<file path="config.mk">
export PLATFORM = sky130hd
export DESIGN_NAME = tick_ctrl
export DESIGN_NICKNAME = d
export VERILOG_FILES = /design/src/rtl/tick_ctrl.sv
export SDC_FILE = /design/constraint.sdc
export NUM_CORES = 1
export LEC_CHECK = 0
export BUFFER_PORTS_ARGS = -buffer_cell sky130_fd_sc_hd__buf_4
export CAP_MARGIN = 25
export CORE_ASPECT_RATIO = 1.75
export CORE_MARGIN = 2
export CORE_UTILIZATION = 45
export DETAILED_ROUTE_END_ITERATION = 16
export PLACE_DENSITY_LB_ADDON = 0.05
export SETUP_SLACK_MARGIN = 0.3
export SLEW_MARGIN = 20
export SYNTH_ARGS = -nofsm -noshare
export SYNTH_HDL_FRONTEND = slang
export SYNTH_SLANG_ARGS = --single-unit
</file>
<file path="constraint.sdc">
create_clock -name clk -period 4.19 [get_ports clk]
set_input_delay 0.6285 -clock clk [delete_from_list [all_inputs] [get_ports clk]]
set_output_delay 0.6285 -clock clk [all_outputs]
set_load 0.01 [all_outputs]
</file>
<file path="src/rtl/tick_ctrl.sv">
// tick_ctrl: single-clock run/step sequencer that turns a selectable prescaler
// tap into a one-cycle tick enable for the counter-adder datapath.
// The tap register picks the prescaler bit. The tick period is 2^(tap+1)
// cycles, which matches stage `tap` of a T-flip-flop divider chain.
// No derived clock is created anywhere in this block.
module tick_ctrl #(
    parameter int CNT_W = 21,
    parameter int SEL_W = 5
) (
    input  logic             clk,
    input  logic             rst,
    input  logic             start,
    input  logic             stop,
    input  logic             step,
    input  logic             cfg_we,
    input  logic [SEL_W-1:0] cfg_sel,
    output logic             tick,
    output logic             busy,
    output logic [1:0]       state,
    output logic [SEL_W-1:0] tap,
    output logic [7:0]       tick_cnt
);

    typedef enum logic [1:0] {
        ST_IDLE = 2'b00,
        ST_RUN  = 2'b01,
        ST_STEP = 2'b10
    } state_e;

    // Highest legal tap. Larger requests are clamped to this value.
    localparam logic [SEL_W-1:0] TAP_MAX = SEL_W'(CNT_W - 1);

    state_e             state_q, state_d;
    logic [CNT_W-1:0]   cnt_q, cnt_d;
    logic [SEL_W-1:0]   tap_q, tap_d;
    logic               tick_q, tick_d;
    logic [7:0]         tick_cnt_q, tick_cnt_d;
    logic [CNT_W-1:0]   tap_mask_s;
    logic               tick_cond_s;

    // Clamp a requested tap onto the implemented prescaler range.
    function automatic logic [SEL_W-1:0] sat_tap(input logic [SEL_W-1:0] sel);
        logic [SEL_W-1:0] res;
        if (sel > TAP_MAX) begin
            res = TAP_MAX;
        end else begin
            res = sel;
        end
        return res;
    endfunction

    // Build the thermometer mask cnt[tap:0] and detect when all masked bits are set.
    always_comb begin
        tap_mask_s = {CNT_W{1'b0}};
        for (int i = 0; i < CNT_W; i++) begin
            if (i <= int'(tap_q)) begin
                tap_mask_s[i] = 1'b1;
            end else begin
                tap_mask_s[i] = 1'b0;
            end
        end
        tick_cond_s = &(cnt_q | ~tap_mask_s);
    end

    // Sequencer next state, prescaler, tap write and tick decision.
    always_comb begin
        state_d = state_q;
        cnt_d   = cnt_q;
        tap_d   = tap_q;
        tick_d  = 1'b0;
        case (state_q)
            ST_IDLE: begin
                // The tap is only writable while idle, so a write on the
                // same edge as start is in place for the first run cycle.
                if (cfg_we) begin
                    tap_d = sat_tap(cfg_sel);
                end else begin
                    tap_d = tap_q;
                end
                if (stop) begin
                    state_d = ST_IDLE;
                end else if (start) begin
                    state_d = ST_RUN;
                    cnt_d   = {CNT_W{1'b0}};
                end else if (step) begin
                    state_d = ST_STEP;
                    cnt_d   = {CNT_W{1'b0}};
                end else begin
                    state_d = ST_IDLE;
                end
            end
            ST_RUN: begin
                // stop wins over a tick condition on the same edge.
                if (stop) begin
                    state_d = ST_IDLE;
                end else begin
                    state_d = ST_RUN;
                    cnt_d   = cnt_q + {{(CNT_W-1){1'b0}}, 1'b1};
                    tick_d  = tick_cond_s;
                end
            end
            ST_STEP: begin
                // Leave STEP on the edge that raises the single tick.
                if (stop) begin
                    state_d = ST_IDLE;
                end else begin
                    cnt_d  = cnt_q + {{(CNT_W-1){1'b0}}, 1'b1};
                    tick_d = tick_cond_s;
                    if (tick_cond_s) begin
                        state_d = ST_IDLE;
                    end else begin
                        state_d = ST_STEP;
                    end
                end
            end
            default: begin
                state_d = ST_IDLE;
                cnt_d   = {CNT_W{1'b0}};
            end
        endcase
        tick_cnt_d = tick_cnt_q + {7'd0, tick_d};
    end

    // State, prescaler, tap, tick and tick counter registers.
    always_ff @(posedge clk or posedge rst) begin
        if (rst) begin
            state_q    <= ST_IDLE;
            cnt_q      <= {CNT_W{1'b0}};
            tap_q      <= TAP_MAX;
            tick_q     <= 1'b0;
            tick_cnt_q <= 8'd0;
        end else begin
            state_q    <= state_d;
            cnt_q      <= cnt_d;
            tap_q      <= tap_d;
            tick_q     <= tick_d;
            tick_cnt_q <= tick_cnt_d;
        end
    end

    assign tick     = tick_q;
    assign busy     = (state_q != ST_IDLE);
    assign state    = state_q;
    assign tap      = tap_q;
    assign tick_cnt = tick_cnt_q;

endmodule
</file>
* After elaboration in Yosys (flattened, before gate mapping) *
Index checks and enable logic that the tools add are counted.

word-level totals
  register bits = 37
  output and inout bits = 17
  latch bits = 0
  word-level logic and storage cells = 76
  memory bits (writable) = 0
  memories kept = 0
  bits in read-only memories = 0
  input bits = 11

operators by class
  order comparisons = 21
  eq/ne operators = 5
  div/mod/pow operators = 0
  shift operators = 0
  add/subtract/negate cells = 2
  reductions and logical operators = 6
  mux-type cells = 35
  bitwise operators = 2
  multipliers = 0

operators with widths
  operator               count
  $mux 21                4
  $pmux 21 s2            1
  $le 4x5->1 const A     8
  $le 5x5->1 const A     5
  $mux 1                 23
  $add 21x1->21 const B  1
  $not 21->21            1
  $or 21x21->21          1
  $reduce_and 21->1      1
  $le 3x5->1 const A     4
  $le 2x5->1 const A     2
  $mux 2                 5
  $add 8x1->8            1
  $pmux 2 s3             1
  $gt 5x5->1 const B     1
  $le 1x5->1 const A     1
  $mux 5                 1
  $ne 2x2->1 const B     2
  $ne 3x3->1 const B     1
  $reduce_and 3->1       1
  $eq 2x1->1 const B     1
  $eq 2x2->1 const B     1
  $logic_not 2->1        1
  $reduce_and 2->1       1
  other kinds (2)        2

* Depth between registers and ports, before layout *
  depth after elaboration = 8
  depth in mapped cells = 11
  mapped depth without buffers = 10

* Least setup slack after synthesis *
No wires, ideal clock.

  path type = register to register
  from = register tap_q[3] (netlist: tap[3])
  to = register tick_cnt_q[6] (netlist: tick_cnt[6])
  arrival time = 2.360 ns
  required time = 4.065 ns
  slack = 1.705 ns
  stages on the path, launching flop included = 12
  cell sequence = dfrtp_1 clkbuf_1 nor4_2 o32ai_1 a2111oi_2 nand4_1 nor3_1 ha_1 ha_1 and3_1 nand3_1 xnor2_1

between the ends
  longest elaborated chain between the ends = 8
  elaborated cells on any way between the ends = 46

ends and longest elaborated chain
  item                                line     text
  start, declared                     35       logic [SEL_W-1:0] tap_q, tap_d;
  start signal, assigned              135      tap_q <= tap_d;
  $le 1x5->1 (tied with other cells)  56       if (i <= int'(tap_q)) begin
  $mux 1                              56
  $not 21->21 (*)                     62       tick_cond_s = &(cnt_q | ~tap_mask_s);
  $or 21x21->21 (*)                   62
  $reduce_and 21->1 (*)               62
  $mux 1 (*)                          94, 104
  $mux 1 (*)                          -
  named net tick_d                    36       logic tick_q, tick_d;
  $add 8x1->8 (*)                     121      tick_cnt_d = tick_cnt_q + {7'd0, tick_d};
  named net tick_cnt_d[6]             37       logic [7:0] tick_cnt_q, tick_cnt_d;
  end signal, assigned                137      tick_cnt_q <= tick_cnt_d;
  end, declared                       37

The timed path passes the listed nets; every way through them passes the cells marked *.
A chain may end at the register's enable or synchronous reset.

* Worst setup path in the final report *
  from = register tap_q[1] (netlist: tap[1])
  to = register tick_cnt_q[6] (netlist: tick_cnt[6])

Same word-level chain as after synthesis.

==> flow_summary_export.csv <==
group,metric,value,unit
yosys,synth_compound_area_share,16.1,%
yosys,syn_area,2060,sq um
flow_run,cap_violations,0,
clocking,clk_latency,290,ps
critical_path,r2r_end,"tick_cnt[6]$_DFF_PP0_",
timing,relSlewSlack,55.9,%
critical_path,startpoint_type,"flip-flop",
critical_path,reg2reg_from,"tap[1]$_DFFE_PP0P_",
routing,routed_wl,4440,um
critical_path,cp.arrival,2920,ps
critical_path,crit_required,4370,ps
routing,drc,0,
routing,drt.antenna.violating_nets,0,
floorplan,dieWidth,55.1,um
final_layout,n_antenna_cell,0,
grt,grt_max_degree,38,
clocking,root_buffer,"clkbuf_8",
power,power_density,342,nW/um^2
power,p_clk_share,31.0,%
yosys,synth_xor_area_share,9.36,%
yosys,synth_top_family_by_area,"simple AND/OR/NAND/NOR gates",
placement,pre_cts_slack,1430,ps
clocking,tritoncts,"built",
clocking,clk_pin_slew,70,ps
yosys,synth-main-ff-cell,"dfrtp_1",
power,internal-power,0.000568,W
yosys,synth.avg_cell_area,9.75,sq um
critical_path,end_kind,"flip-flop",
yosys,synth-simple-area-share,21.0,%
critical_path,rr_worst_depth,10,
timing,fin_crit,2740,ps
clocking,ctsResizeCount,0,
final_layout,final_nets,257,
yosys,synth_most_common_cell,"dfrtp_1",
final_layout,finalNonFillerCells,290,
yosys,synth_cell_types,42,
yosys,synth-seq-cells,37,
timing,max_freq,364,MHz
timing,hold_violations,0,
final_layout,areaGrowthSynthToFinish,15.5,%
floorplan,io_pins,28,
yosys,synth_edf_count,0,
timing,fin_setup_tns,0,ps
placement,place.gp.congestion,0.859,
critical_path,cp_max_fo,13,
yosys,synthCells,211,
grt,grt.overflow.total,0,
clocking,post_cts_buffers,0,
clocking,cts_hold_buf,0,
floorplan,fp.dieH,93.5,um
clocking,clockBufferDepth,2,
placement,post-dp-hpwl,3340,um
floorplan,core,4400,sq um
yosys,yosys.area.top_type,"dfrtp_1",
floorplan,start_util,46.7,%
floorplan,dieArea,5150,sq um
grt,grt.total_usage,19.4,%
grt,antenna_found_initial,0,
clocking,cts_buffers,5,
timing,drv_slew,0,
yosys,synth.top_cell.area_share,42.6,%
critical_path,reg2reg_slack,1450,ps
routing,drt_iter0_markers,42,
yosys,ys_seq_area_share,45.1,%
power,p_leak,1.07,nW
timing,finalSetupViolCount,0,
yosys,synth_area_leaders,"dfrtp_1 43%, xor2_1 6.0%, ha_1 4.3%",
yosys,syn_nets,229,
grt,grt_pass1_vias,1643,
power,ir_worst_vdd,0.246,mV
power,p_sw_share,30.0,%
final_layout,drive_gt1_share,19.2,%
power,p_seq_share,51.0,%
clocking,h-tree-depth,2,
yosys,synth_mux_area_share,0.547,%
routing,via_per_inst,5.64,
clocking,clock-sinks,37,
timing,worst_slack,1450,ps
outcome,status,"complete, no violations",
hold_path,worstHoldPathType,"input pin to asynchronous set/reset pin",
grt,grt_first_pass_wirelength,7350,um
power,power_frac_comb,18.0,%
power,power_switching,0.000244,W
yosys,ys_warn_count,0,
routing,dr.pass1.iters,4,
timing,skew,5.92,ps
yosys,async_reset_ff_share,100,%
floorplan,rows,32,
critical_path,path_class,"flip-flop to flip-flop",
timing,rsz0062_at_grt,"false",
routing,vias,1636,
routing,wire_per_inst,15.3,um
placement,numPortBuffers,27,
yosys,synthAdderAreaFrac,4.26,%
timing,tightest_slew,661,ps
yosys,synth_commonest_cells,"35 x dfrtp_1, 23 x nor2_1, 20 x nand2_1",
final_layout,final_util,54.0,%
placement,dp_cells,283,
timing,min_period_over_period,65.5,%
timing,holdWs,448,ps
metal layers:
metal	GRT usage [%]	wire length, um	vias up
li1	-	-	795
met1	21.1	1730	798
met2	34.5	2430	34
met3	4.63	180	9
met4	6.91	100	0
met5	0	0	-
power by group through the flow:
stage | Clock (W) | Combinational (W) | Sequential [W]
finish | 0.000252 | 0.000146 | 0.000414
global placement | 0 | 0.000145 | 0.000419
CTS | 0.000260 | 0.000147 | 0.000414
global route | 0.000270 | 0.000166 | 0.000418
floorplan | 0 | 0.000117 | 0.000401
detailed placement | 0 | 0.000147 | 0.000421
worst max-delay path by stage:
stage,cells past startpoint,endpoint,startpoint
floorplan,11,tick_cnt[6]$_DFF_PP0_,tap[3]$_DFFE_PP0P_
global placement,10,tick_cnt[6]$_DFF_PP0_,tap[1]$_DFFE_PP0P_
detailed placement,10,tick_cnt[6]$_DFF_PP0_,tap[1]$_DFFE_PP0P_
CTS,10,tick_cnt[6]$_DFF_PP0_,tap[1]$_DFFE_PP0P_
global route,10,tick_cnt[6]$_DFF_PP0_,tap[1]$_DFFE_PP0P_
finish,10,tick_cnt[6]$_DFF_PP0_,tap[1]$_DFFE_PP0P_
critical path, cell delays in order, from the launching register on:
cell and delay (ps):
dfrtp_1 520, nor4_2 340, o32ai_1 170, a2111oi_2 360, nand4_1 180, nor3_1 230, ha_1 240, ha_1 180
and3_1 190, nand3_1 100, xnor2_1 130
cell families after synthesis:
| logic type | Yosys count |
|---|---|
| fa+ha+maj | 7 |
| mux | 1 |
| simple gates | 86 |
| compound gates | 43 |
| xor+xnor | 22 |
| flops | 37 |
| buf+inv | 15 |
layout make-up:
type | instances | area, sq um
clock buffer | 7 | 86.3
fill | 429 | 2030
inverter | 8 | 30.0
multi-input combinational | 159 | 1060
sequential | 37 | 928
tap | 51 | 63.8
timing repair buffer | 28 | 210
placed cells by master, fill, tap and decap left out, drive strengths merged, types with 2 or more instances in the layout:
master,instances
o2111ai,2
inv,8
dfrtp,35
buf,28
a41oi,2
xnor2,8
a21oi,11
ha,7
and4,2
nand3,11
clkbuf,7
a2111oi,3
dfstp,2
nand2,20
nand4,5
o21bai,2
nor3,4
o21ai,16
nand2b,4
and3,6
nor2,24
nor4,3
and2,2
a211oi,2
xor2,14
flip-flops by register name (all words and copies together) (netlist names):
name,flops
tick_cnt,8
cnt_q,21
tick,1
state,2
tap,5
through the flow:
step	power, W	cell area, sq um
5_1_grt	0.000853	2380
3_3_place_gp	0.000564	2290
4_1_cts	0.000821	2370
3_5_place_dp	0.000567	2290
6_report	0.000812	2380
2_1_floorplan	0.000518	2060
(Power assumes the default switching activity.)
